`config.mk`:
```
export PLATFORM = sky130hd
export DESIGN_NAME = fp8_square
export DESIGN_NICKNAME = d
export VERILOG_FILES = /design/src/rtl/fp8_square.sv
export SDC_FILE = /design/constraint.sdc
export NUM_CORES = 1
export LEC_CHECK = 0
export ABC_AREA = 0
export CAP_MARGIN = 20
export CELL_PAD_IN_SITES_DETAIL_PLACEMENT = 1
export CELL_PAD_IN_SITES_GLOBAL_PLACEMENT = 2
export CORE_MARGIN = 2
export CORE_UTILIZATION = 32
export DETAILED_ROUTE_END_ITERATION = 10
export HOLD_SLACK_MARGIN = 0.15
export PLACE_DENSITY_LB_ADDON = 0.1
export SYNTH_ARGS = -nofsm -noshare
export SYNTH_HDL_FRONTEND = slang
export SYNTH_SLANG_ARGS = --single-unit
```
`constraint.sdc`:
```
create_clock -name clk_i -period 5.2 [get_ports clk_i]
set_clock_uncertainty 0.15 [all_clocks]
set_input_delay 0.52 -clock clk_i [delete_from_list [all_inputs] [get_ports clk_i]]
set_output_delay 0.52 -clock clk_i [all_outputs]
set_load 0.05 [all_outputs]
```
`src/rtl/fp8_square.sv`:
```
// fp8_square: E4M3 squarer, 4-step shift-add significand multiply, valid/ready on both sides. Rev 1.0
// Optional status output flags_o {nan, overflow, underflow} enabled by FP8_SQUARE_STATUS_EN.
`default_nettype none

module fp8_square #(
  parameter int MUL_STEPS = 4
) (
  input  logic       clk_i,
  input  logic       rst_i,
  input  logic       in_valid_i,
  output logic       in_ready_o,
  input  logic [7:0] operand_i,
  output logic       out_valid_o,
  input  logic       out_ready_i,
  output logic [7:0] result_o
`ifdef FP8_SQUARE_STATUS_EN
  ,
  output logic [2:0] flags_o
`endif
);

  localparam logic [1:0] S_IDLE = 2'd0;
  localparam logic [1:0] S_MUL  = 2'd1;
  localparam logic [1:0] S_RND  = 2'd2;
  localparam logic [1:0] S_DONE = 2'd3;

  logic [1:0]        r_state;
  logic [1:0]        r_cnt;
  logic [3:0]        r_sig;
  logic signed [4:0] r_exp;
  logic              r_zero;
  logic              r_nan;
  logic [7:0]        r_prod;
  logic [7:0]        r_result;

  logic [3:0]        w_dec_sig;
  logic signed [4:0] w_dec_exp;
  logic [7:0]        w_addend;
  logic [7:0]        w_q;
  logic signed [6:0] w_bexp;
  logic              w_sub;
  logic [3:0]        w_shift;
  logic [19:0]       w_x;
  logic              w_guard;
  logic              w_sticky;
  logic [4:0]        w_rnd;
  logic signed [6:0] w_bexp_n;
  logic [2:0]        w_mant;
  logic              w_ovf;
  logic [7:0]        w_pack;
  logic              w_unused_sign;

  // The square is never negative, so the operand sign only matters for NaN.
  assign w_unused_sign = operand_i[7];

  assign in_ready_o  = (r_state == S_IDLE);
  assign out_valid_o = (r_state == S_DONE);
  assign result_o    = r_result;

  always_comb begin
    w_dec_sig = {1'b1, operand_i[2:0]};
    w_dec_exp = $signed({1'b0, operand_i[6:3]}) - 5'sd7;
    if (operand_i[6:3] == 4'd0) begin
      // Subnormal: normalise so the hidden bit is set, e = -6 - shift.
      if (operand_i[2]) begin
        w_dec_sig = {operand_i[2:0], 1'b0};
        w_dec_exp = -5'sd7;
      end else if (operand_i[1]) begin
        w_dec_sig = {operand_i[1:0], 2'b00};
        w_dec_exp = -5'sd8;
      end else begin
        w_dec_sig = 4'b1000;
        w_dec_exp = -5'sd9;
      end
    end
  end

  assign w_addend = r_sig[r_cnt] ? ({4'd0, r_sig} << r_cnt) : 8'd0;

  assign w_q      = r_prod[7] ? r_prod : {r_prod[6:0], 1'b0};
  assign w_bexp   = $signed({r_exp[4], r_exp, 1'b0}) + $signed({6'd0, r_prod[7]}) + 7'sd7;
  assign w_sub    = (w_bexp <= 7'sd0);
  assign w_shift  = w_sub ? 4'(7'sd1 - w_bexp) : 4'd0;
  assign w_x      = {w_q, 12'd0} >> w_shift;
  assign w_guard  = w_x[15];
  assign w_sticky = |w_x[14:0];
  assign w_rnd    = {1'b0, w_x[19:16]} + {4'd0, w_guard & (w_sticky | w_x[16])};
  // A rounding carry (16) leaves the low bits zero and bumps the exponent.
  assign w_bexp_n = w_bexp + $signed({6'd0, w_rnd[4]});
  assign w_mant   = w_rnd[2:0];
  assign w_ovf    = !w_sub && ((w_bexp_n > 7'sd15) || ((w_bexp_n == 7'sd15) && (w_mant == 3'd7)));

  always_comb begin
    w_pack = {1'b0, w_bexp_n[3:0], w_mant};
    if (r_nan)       w_pack = 8'h7F;
    else if (r_zero) w_pack = 8'h00;
    else if (w_ovf)  w_pack = 8'h7E;
    else if (w_sub)  w_pack = {3'd0, w_rnd};
  end

  always_ff @(posedge clk_i or posedge rst_i) begin
    if (rst_i) begin
      r_state  <= S_IDLE;
      r_cnt    <= 2'd0;
      r_sig    <= 4'd0;
      r_exp    <= 5'sd0;
      r_zero   <= 1'b0;
      r_nan    <= 1'b0;
      r_prod   <= 8'd0;
      r_result <= 8'h00;
    end else begin
      case (r_state)
        S_IDLE: begin
          if (in_valid_i) begin
            r_sig   <= w_dec_sig;
            r_exp   <= w_dec_exp;
            r_zero  <= (operand_i[6:0] == 7'h00);
            r_nan   <= (operand_i[6:0] == 7'h7F);
            r_prod  <= 8'd0;
            r_cnt   <= 2'd0;
            r_state <= S_MUL;
          end
        end
        S_MUL: begin
          r_prod <= r_prod + w_addend;
          r_cnt  <= r_cnt + 2'd1;
          if (r_cnt == 2'(MUL_STEPS - 1)) r_state <= S_RND;
        end
        S_RND: begin
          r_result <= w_pack;
          r_state  <= S_DONE;
        end
        S_DONE: begin
          if (out_ready_i) r_state <= S_IDLE;
        end
        default: r_state <= S_IDLE;
      endcase
    end
  end

`ifdef FP8_SQUARE_STATUS_EN
  logic [2:0] r_flags;

  always_ff @(posedge clk_i or posedge rst_i) begin
    if (rst_i) begin
      r_flags <= 3'b000;
    end else if (r_state == S_RND) begin
      r_flags <= {r_nan,
                  !r_nan && !r_zero && w_ovf,
                  !r_nan && !r_zero && (w_pack == 8'h00)};
    end
  end

  assign flags_o = r_flags;
`endif

endmodule

`default_nettype wire
```
* After elaboration in Yosys (flattened, before gate mapping)
Cells that the tools add are included.
** Word-level totals
- Register bits :: 31
- Latch bits :: 0
- Bits in writable memories :: 0
- Memory bits (read-only) :: 0
- Input port bits :: 12
- Output and inout bits :: 10
- Logic and storage cells :: 68
- Memories :: 0
** Cells by class
- Add/subtract/negate cells :: 8
- Multiply operators :: 0
- Divide/modulo/power cells :: 0
- $lt $le $gt $ge :: 3
- Eq/ne operators :: 10
- Shifts and indexed selects :: 2
- Mux-type cells :: 23
- Bitwise gates (word level) :: 2
- Reduce and logical (&&, ||, !) cells :: 12
** Operator list (number)
- $mux 7 :: 4
- $mux 8 :: 3
- $shr 20x4->20 :: 1
- $pmux 8 s2 :: 1
- $reduce_or 15->1 :: 1
- $mux 4 :: 3
- $mux 3 :: 3
- $add 8x8->8 :: 1
- $mux 2 :: 4
- $pmux 2 s4 :: 1
- $shl 4x2->8 :: 1
- $add 6x2->7 :: 1
- $add 7x2->7 :: 1
- $add 7x4->7 const B :: 1
- $eq 7x5->1 const B :: 1
- $eq 7x7->1 const B :: 1
- $gt 7x5->1 const B :: 1
- $le 7x1->1 const B :: 1
- $logic_not 7->1 :: 1
- $eq 2x2->1 const B :: 3
- $add 4x1->5 :: 1
- $mux 5 :: 1
- $sub 4x3->5 const B :: 1
- $logic_not 4->1 :: 1
- 19 further kinds :: 22

* Logic depth before layout (Yosys ltp)
- Depth after elaboration :: 17
- Gate-level depth with buffers :: 22
- Mapped depth without buffers :: 21

* Worst setup path after synthesis
No wires, ideal clock.
- Path kind :: register to register
- Start :: register r_prod[7]
- End :: register r_result[0], in the netlist result_o[0]
- Setup time :: 0.078 ns
- Arrival :: 4.584 ns
- Required time :: 4.972 ns
- Setup slack :: 0.389 ns
- Stages on the path, launching flop included :: 21
- Buffers on the path :: 2
- Period minus slack after synthesis :: 4.811 ns
- Cells stage by stage :: dfrtp_1 > buf_1 > inv_1 > ha_1 > nor2b_1 > o21ai_0 > a2111oi_4 > or2_2 > buf_2 > a311o_1 > o311ai_1 > nor2_1 > ha_1 > and3_1 > ha_1 > ha_1 > nor2b_1 > o311ai_1 > o311a_1 > o22ai_2 > a21oi_1
** Between the ends
- Word-level cells in the longest chain between the ends :: 17
- Elaborated cells between the ends (all ways) :: 23
- Classes of those cells :: 5 x add/sub; 2 x order compare; 2 x eq/ne; 1 x shift; 6 x mux; 2 x bitwise; 5 x reduce/logical
** Ends and longest elaborated chain
- start: declaration :: line 33 : logic [7:0] r_prod;
- start signal: assignment :: line 125 : r_prod <= r_prod + w_addend;
- parallel branches: the longest is 14 deep, another holds $add 6x2->7
- $mux 7 * :: line 97 : else if (w_ovf) w_pack = 8'h7E;
- $mux 7 * :: line 96 : else if (r_zero) w_pack = 8'h00;
- $mux 7 * :: line 95 : if (r_nan) w_pack = 8'h7F;
- end signal: assignment :: line 130 : r_result <= w_pack;
- end: declaration :: line 34 : logic [7:0] r_result;
Mark *: on every way between the ends.
A chain may end at the register's enable or synchronous reset.

* Worst setup path in the final report
Ends and elaborated chain as after synthesis.

==> results_dict.tcl <==
set metrics [dict create \
    ctsRootBufferMaster "clkbuf_8" \
    vias_per_cell 5.36 \
    finalInstanceArea_sq_um 2880 \
    path_cells "inv_1 > ha_1 > xor2_1 > inv_1 > ha_1 > xnor2_1 > xnor2_1 > nor2_1 > o221ai_1 > mux2i_1 > nor2b_1 > ha_1 > and3_1 > ha_1 > nand2_1 > xnor2_1 > xnor2_1 > nand4_1 > o311a_1 > o22ai_2 > a21oi_1" \
    antenna_left 0 \
    drive_gt1_share_pct 5.45 \
    drtPass1Iterations 4 \
    cap_violations 0 \
    start_kind "flop" \
    core_area_sq_um 7690 \
    mappedNetlistNets 333 \
    cts.path.max_buffers 2 \
    power_density_nw_per_um2 653 \
    grt_start_max_net_pins 31 \
    ys_seq_elements 30 \
    period_share_pct 91.1 \
    gp_congestion 0.753 \
    nNetsFinal 345 \
    fp.dieArea_sq_um 8600 \
    setup_viol 0 \
    die_h_um 92.7 \
    die_width_um 92.7 \
    cts_tree "yes" \
    hold_depth 1 \
    reg2reg_to "result_o[0]$_DFFE_PP0P_" \
    wl_met3_um 163 \
    dp_hpwl_mm 4.92 \
    maxUsedRoutingLayer "met4" \
    critPathKind "reg2reg" \
    antenna_cells 0 \
    ys_types 53 \
    max_freq_ghz 0.211 \
    grt_pass1_wl_mm 11.3 \
    synth_flop_cell "dfrtp_1" \
    place_area_sq_um 2790 \
    outcome "finished clean" \
    io_pins 22 \
    path_clk_slew_ns 0.07 \
    critPathArrivalTime_ns 4.75 \
    p_leak_nw 1.24 \
    syn_inst 299 \
    synthesis.area_sq_um 2520 \
    rrSetupSlack_ns 0.46 \
    vias 2218 \
    met2_length_mm 2.89 \
    antenna_found_initial 0 \
    cts_buffers 5 \
    min_to "result_o[5]$_DFFE_PP0P_" \
    fill_cells 946 \
    path_delay_family "XOR/XNOR gates" \
    ir_drop_v 0.000266 \
    met1_length_mm 3.21 \
    setup_tns_ns 0 \
    ys_warn_count 0 \
    synthArstFlopShare_pct 100 \
    cp.required_ns 5.22 \
    start_util_pct 32.8 \
    timing.rr.start "r_prod[7]$_DFFE_PP0P_" \
    ff_latch_area_sq_um 751 \
    wl_per_cell_um 15.4 \
    grt_pass1_vias 2310 \
    crit_path_top_delay_cell "dfrtp_1" \
    hold_start "result_o[5]$_DFFE_PP0P_" \
    drt_wl_total_mm 6.38 \
    pre_cts_ws_ns 0.465 \
    max_stage_delay_ns 0.46 \
    rsz0062_at_grt "no" \
    io_buffer_count 19 \
    cts_num_sinks 30 \
    path_buf_inv 2 \
    areaGrowthSynthToFinish_pct 14.5 \
    finalHoldViolCount 0 \
    clk-insertion-delay-late_ns 0.29 \
    track_usage_pct 16.4 \
    slew_headroom_pct 53.7 \
    finalCriticalPeriod_ns 4.74 \
    r2r_cells 21 \
    route.detailed.drc 0 \
    worst_slew_pin_slew_ns 0.693 \
    synth_area_per_cell_sq_um 8.42 \
    drt_iter0_markers 91 \
    endpoint_kind "flop" \
    finalWorstSetupSlack_ns 0.461 \
    slew_violations 0 \
    crit_path_max_fanout 8 \
    postCtsSetupBuffers 0 \
    hp-class "reg2reg" \
    htree_levels 2 \
    row_count 32 \
    multi_input_area_sq_um 1620 \
    grt-ovfl-total 0 \
    synth_edf_count 0 \
    synth_seq_area_share_pct 29.8 \
]
-- power by group --
group	switching, mW	internal, mW	total, mW
Sequential	0.130	0.324	0.454
Combinational	0.731	0.500	1.23
Clock	0.0927	0.107	0.199
Total	0.954	0.931	1.88
-- synth_stat cells, types with 5 or more instances --
cell / number / area [sq um]
a21o_1: 5 / 37.5
a21oi_1: 21 / 105
a22o_1: 8 / 70.1
clkbuf_1: 12 / 45.0
dfrtp_1: 30 / 751
ha_1: 21 / 263
inv_1: 19 / 71.3
nand2_1: 25 / 93.8
nand3_1: 6 / 30.0
nor2_1: 20 / 75.1
nor2b_1: 6 / 37.5
nor3_1: 9 / 45.0
o21ai_0: 20 / 100
o21bai_1: 5 / 37.5
o22a_1: 5 / 43.8
xnor2_1: 13 / 114
xor2_1: 7 / 61.3
-- per-layer routing --
metal | track usage (%) | vias to the layer above
li1 | - | 1101
met1 | 22.3 | 1071
met2 | 26.4 | 34
met3 | 2.93 | 12
met4 | 5.51 | 0
met5 | 0 | -
-- timing repair --
item	in CTS	in global routing
endpoints found under the setup margin	0	1
resized for setup	0	1
hold buffers	0	0
-- worst max path at each step --
| stage | end | slack, ns | startpoint | cells past startpoint |
|---|---|---|---|---|
| finish | result_o[0]$_DFFE_PP0P_ | 0.46 | r_prod[7]$_DFFE_PP0P_ | 21 |
| global route | result_o[0]$_DFFE_PP0P_ | 0.02 | r_prod[7]$_DFFE_PP0P_ | 22 |
| CTS | result_o[0]$_DFFE_PP0P_ | 0.39 | r_prod[7]$_DFFE_PP0P_ | 19 |
| detailed placement | result_o[0]$_DFFE_PP0P_ | 0.47 | r_prod[7]$_DFFE_PP0P_ | 19 |
| global placement | result_o[0]$_DFFE_PP0P_ | 0.44 | r_prod[7]$_DFFE_PP0P_ | 19 |
| floorplan | result_o[0]$_DFFE_PP0P_ | 0.39 | r_prod[7]$_DFFE_PP0P_ | 20 |
-- worst register-to-register path, delay by kind of cell (launching register included) --
kind,cells,cell delay [ns]
XOR/XNOR,5,1.02
adder cells (fa/ha/maj),4,0.88
AND/OR/NAND/NOR,5,0.80
AO/OA/AOI/OAI,4,0.68
flip-flops,1,0.46
multiplexers,1,0.32
buffers and inverters,2,0.30
-- placed cells by master (no fill, tap or decap), types with 3 or more instances in the layout --
cell,count
o21ai_0,20
nor3b_1,3
a221oi_1,3
a32oi_1,3
mux2i_1,3
nor2_1,20
a21oi_1,21
dfrtp_1,30
xnor2_1,13
clkbuf_8,6
a211oi_1,3
o22a_1,5
nor3_1,9
inv_1,19
nand4_1,3
o21a_1,3
o311ai_1,3
buf_4,4
a21o_1,5
clkdlybuf4s50_1,19
nand2b_1,3
ha_1,21
and3_1,4
a31oi_1,3
xor2_1,7
nand2_1,25
a22o_1,8
o21bai_1,5
nand3_1,6
nand3b_1,3
nor2b_1,5
-- layout make-up --
type                    count  area share [%]
clock inverters             1           0.174
repair buffers             23            7.64
clock buffers               7            2.99
inverters                  19            2.47
multi-input cells         232            56.3
well taps                 102            4.43
flip-flops and latches     30            26.0
-- flip-flops by register name, indices dropped and copies added, names as in the netlist --
signal	count
r_nan	1
r_exp	5
r_zero	1
result_o	7
r_cnt	2
r_sig	4
r_prod	8
r_state	2
-- stage by stage --
stage	util [%]	power, mW	hold slack (ns)	std cells
finish	37.5	1.88	0.354	414
global route	37.5	2.08	0.391	414
CTS	37.5	1.91	0.357	414
detailed placement	36.3	1.70	0.341	406
global placement	36.3	1.68	0.332	406
floorplan	-	1.38	0.313	299
-- logic make-up after synthesis --
logic type	count (synthesis)	share of synthesized area, %
buffers and inverters	37	5.86
AOI/OAI and AO/OA	99	28.0
adders and majority gates	22	11.2
other	1	0.149
DFF	30	29.8
and+or+nand+nor	87	16.8
xor gates and xnor gates	20	6.95
muxes	3	1.19
Note: power is estimated with default switching activity, not from simulation.
==> patch (config.mk and constraints unchanged) <==
Build with the macro `FP8_SQUARE_STATUS_EN` defined.
--- a/src/rtl/fp8_square.sv
+++ b/src/rtl/fp8_square.sv
@@ -1,6 +1,8 @@
 // fp8_square: E4M3 squarer, 4-step shift-add significand multiply, valid/ready on both sides. Rev 1.0
 // Optional status output flags_o {nan, overflow, underflow} enabled by FP8_SQUARE_STATUS_EN.
 `default_nettype none
+
+`define FP8_SQUARE_STATUS_EN
 
 module fp8_square #(
   parameter int MUL_STEPS = 4
Function (old outputs only; new: flags_o): kept (equiv_simple and equiv_induct, registers matched by name and starting in step).
==> patch against the unedited design <==
  * Cell area is 32% higher
  * Wire length is 48% higher
  * Total power is 51% higher
  * Via count is 36% higher
  * Area after synthesis is 27% higher
  * Sequential power is 12% higher
  * Sequential cell count is 3 higher
  * Worst setup slack worse by 0.11 ns
  * Utilization is 1.6 points higher
  * Largest cell class unchanged
==> patch: results (changes against the unedited design) <==
* Clk. pwr at 256 uW (was 199 uW)
* Layout cells sized above 1 at 14.18% (was 5.449%)
* DRT iter0 DRCs at 106 (was 91)
* Placed cell areas at 3637 sq um (was 2790 sq um)
* VDD IR max at 0.0002365 V (was 0.0002655 V)
* R2R setup slack at 0.35 ns (was 0.46 ns)
* Layout clock area frac at 3.055% (was 3.167%)
* GR Util All Layers at 17.81% (was 16.42%)
* FF+latch area at 827.0 sq um (was 750.7 sq um)
* Worst-case hold slack at 0.3435 ns (was 0.3542 ns)
* M1 WL at 4493 um (was 3214 um)
* Final #Nets at 449 (was 345)
* Post-place setup slack at 0.1039 ns (was 0.4653 ns)
* Sequential share of the synthesized area at 25.78% (was 29.81%)
* M3 GR Usage at 2.506% (was 2.929%)
* Post-Place Cells at 540 (was 406)
* Sequential power at 507 uW (was 454 uW)
* Clock sinks at 33 (was 30)
* Routing usage on met2 at 30.78% (was 26.40%)
* GPL Wtd Cong at 0.8184 (was 0.7528)
* Signal buffers at 45 (was 23)
* Largest net degree at the start of global routing at 34 (was 31)
* Metal3 WL at 171 um (was 163 um)
* First-pass GRT wire length at 15970 um (was 11330 um)
* Worst hold endpoint: result_o[3] (was result_o[5])
* Drt via density at 5.510 (was 5.357)
* Non-filler instance count after layout at 549 (was 414)
* Synth cell count leaders: nand2_1, dfrtp_1, nor2_1, o21ai_0, clkbuf_1 (was dfrtp_1, nand2_1, a21oi_1, ha_1)
* Start point of the critical path: r_exp[0] (was r_prod[7])
* Post-Syn Nets at 425 (was 333)
* XOR/XNOR share of the synthesized area at 6.016% (was 6.955%)
* Grt met1 use at 24.00% (was 22.31%)
* Min Tclk post-route at 4.847 ns (was 4.739 ns)
* Multi-input gate area at 2231 sq um (was 1623 sq um)
* Top cells by area, synth: dfrtp_1, ha_1, o21ai_0 (was dfrtp_1, ha_1, xnor2_1)
* # H-tree levels at 2 (unchanged)
* Worst EP arrival at 4.86 ns (was 4.75 ns)
* Critical path endpoint: result_o[1] (was result_o[0])
* Signal buf overhead at 10.32% (was 7.636%)
* Area share of fa/ha/maj cells after synthesis at 8.828% (was 11.23%)
* Routed wl met2 at 4693 um (was 2885 um)
* Yosys warnings at 0 (unchanged)
* Final Core Density at 39.15% (was 37.52%)
* Hold path startpoint: result_o[3] (was result_o[5])
* Sequential share of power at 17.9% (was 24.1%)
* Vias in the first global route at 3114 (was 2310)
* Total wire length at 9414 um (was 6381 um)
* Status: finished, final reports clean (unchanged)
* Die X at 104.0 um (was 92.72 um)
* CP Max Fanout at 6 (was 8)
* Synth Area in Compound Gates at 30.43% (was 28.02%)
* Post-synthesis mux area share at 3.242% (was 1.192%)
* Netlist cell types at 76 (was 53)
-- patch: cell types whose count changed after synthesis, sizes merged, moves of 6 or more --
cell	unedited run	this run
a22o	8	1
a31oi	3	9
clkbuf	12	22
nand2	25	35
nor2	21	32
o21ai	21	33
-- patch: worst max-delay path, delay by kind of cell, from the launching register on --
kind                     cells  cell delay [ns]
AO/OA/AOI/OAI               10             2.38
multiplexers                 1             0.39
AND/OR/NAND/NOR              4             0.42
adder cells (fa/ha/maj)      4             0.78
flip-flops                   1             0.46
buffers and inverters        2             0.16
-- patch: repair_timing --
action	4_1_cts	5_1_grt
setup endpoints to repair	0	6
resized for setup	0	14
buffers inserted	0	1
-- patch: cells by family after synthesis --
group / Yosys count
compound gates: 133
xor+xnor: 18
fa+ha+maj: 22
buf+inv: 48
flops: 33
mux: 10
other cells: 1
simple gates: 126
